`src/rtl/serial_sub32.sv`:
```
// rtl/serial_sub32.sv - digit-serial D = A - B - Bin, CHUNK bits per clock; optional Z flag via SERIAL_SUB_ZERO_FLAG_EN
module serial_sub32 #(
  parameter int WIDTH = 32,
  parameter int CHUNK = 8
) (
  input  logic             clk,
  input  logic             rst,
  input  logic             in_valid,
  output logic             in_ready,
  input  logic [WIDTH-1:0] A,
  input  logic [WIDTH-1:0] B,
  input  logic             Bin,
  output logic             out_valid,
  input  logic             out_ready,
  output logic [WIDTH-1:0] D,
  output logic             Bout,
`ifdef SERIAL_SUB_ZERO_FLAG_EN
  output logic             OV,
  output logic             Z
`else
  output logic             OV
`endif
);

  localparam int NCHUNK = WIDTH / CHUNK;
  localparam int CW     = (NCHUNK > 1) ? $clog2(NCHUNK) : 1;
  localparam logic [CW-1:0] LAST = CW'(NCHUNK - 1);

  typedef enum logic [1:0] {IDLE, CALC, DONE} state_t;

  state_t           state;
  state_t           state_nxt;
  logic [WIDTH-1:0] a_sh;
  logic [WIDTH-1:0] b_sh;
  logic             borrow;
  logic [CW-1:0]    cnt;
  logic [CHUNK-1:0] a_sl;
  logic [CHUNK-1:0] b_sl;
  logic [CHUNK-1:0] diff;
  logic [CHUNK:0]   sum;
  logic             borrow_nxt;
  logic             last;
  logic             accept;

  // Operands are shifted right each CALC cycle, so the active slice is always the low CHUNK bits.
  assign a_sl       = a_sh[CHUNK-1:0];
  assign b_sl       = b_sh[CHUNK-1:0];
  assign sum        = {1'b0, a_sl} + {1'b0, ~b_sl} + {{CHUNK{1'b0}}, ~borrow};
  assign diff       = sum[CHUNK-1:0];
  assign borrow_nxt = ~sum[CHUNK];
  assign last       = (cnt == LAST);
  assign accept     = (state == IDLE) && in_valid;

  // State register.
  always_ff @(posedge clk or posedge rst) begin
    if (rst) begin
      state <= IDLE;
    end else begin
      state <= state_nxt;
    end
  end

  // Next-state and handshake outputs.
  always_comb begin
    state_nxt = state;
    in_ready  = 1'b0;
    out_valid = 1'b0;
    case (state)
      IDLE: begin
        in_ready = 1'b1;
        if (in_valid) state_nxt = CALC;
      end
      CALC: begin
        if (last) state_nxt = DONE;
      end
      DONE: begin
        out_valid = 1'b1;
        if (out_ready) state_nxt = IDLE;
      end
      default: state_nxt = IDLE;
    endcase
  end

  // Operand capture, per-slice subtract and result/flag registers.
  always_ff @(posedge clk or posedge rst) begin
    if (rst) begin
      a_sh   <= '0;
      b_sh   <= '0;
      borrow <= 1'b0;
      cnt    <= '0;
      D      <= '0;
      Bout   <= 1'b0;
      OV     <= 1'b0;
`ifdef SERIAL_SUB_ZERO_FLAG_EN
      Z      <= 1'b0;
`endif
    end else if (accept) begin
      a_sh   <= A;
      b_sh   <= B;
      borrow <= Bin;
      cnt    <= '0;
    end else if (state == CALC) begin
      a_sh   <= a_sh >> CHUNK;
      b_sh   <= b_sh >> CHUNK;
      borrow <= borrow_nxt;
      cnt    <= cnt + CW'(1);
      for (int i = 0; i < NCHUNK; i++) begin
        if (cnt == CW'(i)) D[i*CHUNK +: CHUNK] <= diff;
      end
`ifdef SERIAL_SUB_ZERO_FLAG_EN
      if (cnt == '0) Z <= (diff == '0);
      else           Z <= Z & (diff == '0);
`endif
      // On the top slice the slice MSBs are the operand sign bits.
      if (last) begin
        Bout <= borrow_nxt;
        OV   <= (a_sl[CHUNK-1] != b_sl[CHUNK-1]) && (diff[CHUNK-1] != a_sl[CHUNK-1]);
      end
    end
  end

endmodule

```
`config.mk`:
```
export PLATFORM = sky130hd
export DESIGN_NAME = serial_sub32
export DESIGN_NICKNAME = d
export VERILOG_FILES = /design/src/rtl/serial_sub32.sv
export SDC_FILE = /design/constraint.sdc
export NUM_CORES = 1
export LEC_CHECK = 0
export BUFFER_PORTS_ARGS = -buffer_cell sky130_fd_sc_hd__buf_2
export CAP_MARGIN = 10
export CORE_MARGIN = 3
export CORE_UTILIZATION = 55
export CTS_BUF_LIST = sky130_fd_sc_hd__clkbuf_8
export CTS_CLUSTER_DIAMETER = 200
export DETAILED_ROUTE_END_ITERATION = 16
export PLACE_DENSITY = 0.81
export SLEW_MARGIN = 20
export SYNTH_ARGS = -nofsm -noshare
export SYNTH_HDL_FRONTEND = slang
export SYNTH_SLANG_ARGS = --single-unit
```
`constraint.sdc`:
```
create_clock -name clk -period 7.6 [get_ports clk]
set_input_delay 1.52 -clock clk [delete_from_list [all_inputs] [get_ports clk]]
set_output_delay 1.52 -clock clk [all_outputs]
set_load 0.02 [all_outputs]
```
==> run metrics <==
status=finished, final reports clean; Lkg Pwr=2.703 nW; cell taking the most area after synthesis=dfrtp_1; DP Wirelength=6989 µm; endpoints failing setup=0; Layout Nets=635; cell with the most instances after synthesis=nand2_1; Root Driver=clkbuf_8; Std-Cell Rows=33; antenna violations before repair=0; DR vias=3634; Hold Crit Class=flip-flop to flip-flop; Max stage delay on crit path=0.68 ns; CTS Buf Count=9; commonest cells in the netlist=nand2_1 (144), dfrtp_1 (103), o21ai_0 (42); CP bufs+invs=3; CP required=7.81 ns; Final min period=3.118 ns; Routability Congestion=0.7949; Slew HR=44.33%; fin. max-slew vios=0; critical path fanouts, max=92; post-route ant nets=0; Congestion Overflow GR=0; library cells used by synthesis=38; CP Launch Type=input pin; cell area after synthesis=4687 µm²; most used cell, CP=buf_4; IO Count=105; Die H=98.32 µm; Max Buffers Root-to-Sink=2; Ant. Diodes=0; Post-synth EDFFs=0; worst skew pair latency=0.36 ns; post-CTS sizing=0; largest net degree at the start of global routing=93; fmax=0.3207 GHz; Peak VDD IR=0.0003544 V; setup total negative slack=0 ns; residual DRC count=0; DRT Pass-1 Iters=4; main flop type after synthesis=dfrtp_1; CP Class=input pin to flip-flop; share of layout cells above drive strength 1=24.91%; CP max-delay cell=buf_4; Crit path arrival time=3.33 ns; Syn Area/Cell=10.04 µm²; max_cap viols=0; total power=0.002519 W; YS warnings=0; drt total wl=9777 µm; fillers=716; Final Hold Vio Count=0; Layout area overhead=13.83%; Synth Register Bits=103; Synth top area share=54.99%; fin crit share=41.03%; CTS tree=yes; gr usage total=20.77%; first-pass GRT wire length=16330 µm; vias in the first global route=3468; clk sinks=103; initial DRC count=212; H-Tree Depth=3; Post-synth ARST share=100.0%; Cells after Synth=467; Clock Skew=0.007755 ns; worst-margin pin slew=0.8351 ns; die area=9666 µm²; Starting Density=56.76%; RSZ-0062 raised after global routing=no; routed vias/inst=5.481; Chip Width=98.32 µm; top cells by area, synth=dfrtp_1 (55%), nand2_1 (12%), a22oi_1 (6.6%); CP Cell Sequence=buf_2 > nor3b_4 > buf_4 > nor2_2 > buf_4 > a22oi_1 > o21ai_0; pwr dens=472.1 nW/µm²; clk slew on worst S/H paths=0.09 ns; setup bufs post-CTS=0; core area=8258 µm²; Routed wire per std cell=14.75 µm; CP Capture Type=flip-flop; CP top delay family=buffers and inverters; sequential fraction of the synthesis area=54.99%; Mapped Nets=549; number of port buffers=104; Post-CTS Hold Fix Bufs=0
==> flip-flops by register name, indices dropped and copies added (netlist names) <==
name / flops
Bout: 1
D: 32
OV: 1
a_sh: 32
b_sh: 32
borrow: 1
cnt: 2
state: 2
==> worst paths after layout <==
path | startpoint | end | slack, ns | depth (start not counted)
min | b_sh[15]$_DFFE_PP0P_ | b_sh[15]$_DFFE_PP0P_ | 0.48 | 2
min in group asynchronous | rst | D[16]$_DFFE_PP0P_ | 1.15 | 2
max in group asynchronous | rst | b_sh[2]$_DFFE_PP0P_ | 5.28 | 3
max reg2reg | state[0]$_DFFE_PP0P_ | borrow$_DFFE_PP0P_ | 5.10 | 6
max | in_valid | borrow$_DFFE_PP0P_ | 4.48 | 7
min reg2reg | b_sh[15]$_DFFE_PP0P_ | b_sh[15]$_DFFE_PP0P_ | 0.48 | 2
==> worst register-to-register path, stage by stage, from the launching register on <==
cell and delay [ns]:
dfrtp_1 0.54, nor3b_4 0.24, buf_4 0.68, nor2_2 0.31
buf_4 0.32, a22oi_1 0.16, o21ai_0 0.11
==> cell usage in the layout (no fill, tap or decap), drive strengths merged, types with 4 or more instances in the layout <==
cell type	synthesis	final
dfrtp	103	103
a21oi	5	5
nand2	144	144
a22oi	41	41
nor3	9	9
buf	25	107
clkbuf	7	9
o2111ai	4	4
nand3	5	5
o21ai	42	42
ha	11	11
a221o	8	8
nand3b	4	4
inv	14	17
mux2	12	12
o31a	4	4
==> cells by family (layout without fill, tap and decap cells) <==
kind of cell               Yosys count  in the layout  synth area share, %
and+or+nand+nor                    173            173                15.24
AOI/OAI and AO/OA                  115            115                16.92
DFF                                103            103                54.99
buffers and inverters               46            137                5.232
adders and majority gates           13             13                3.791
muxes                               12             12                2.883
xor gates and xnor gates             5              5               0.9345
==> layer usage <==
metal	wire length, µm	global-route usage [%]	up-vias
li1	-	-	1785
met1	4313	28.84	1720
met2	4672	32.40	116
met3	629	6.214	13
met4	161	5.147	0
met5	0	0	-
==> report_power, final <==
| part | internal (W) | switching, W |
|---|---|---|
| Clock | 0.000114 | 0.000171 |
| Combinational | 0.000469 | 0.000811 |
| Sequential | 0.000807 | 0.000147 |
==> area by class of cell <==
type                            count  area (µm²)  area share (%)
Tap cell                          105       131.4           2.462
Clock inverter                      7       33.78          0.6332
Timing Repair Buffer              107       543.0           10.18
Multi-Input combinational cell    318        1871           35.06
Sequential cell                   103        2577           48.31
Inverter                           14       55.05           1.032
Clock buffer                        9       123.9           2.322
==> stage by stage <==
stage	cells	area, µm²	util, %	worst slack (ns)	hold WS [ns]
after global routing	663	5335	64.61	4.307	0.5054
after floorplan	467	4687	-	3.376	0.4463
after global placement	647	5177	62.70	4.234	0.4569
after CTS	663	5335	64.61	4.531	0.4853
after detailed placement	647	5177	62.70	4.146	0.4634
final	663	5335	64.61	4.482	0.4804
Note: power is estimated with default switching activity, not from simulation.
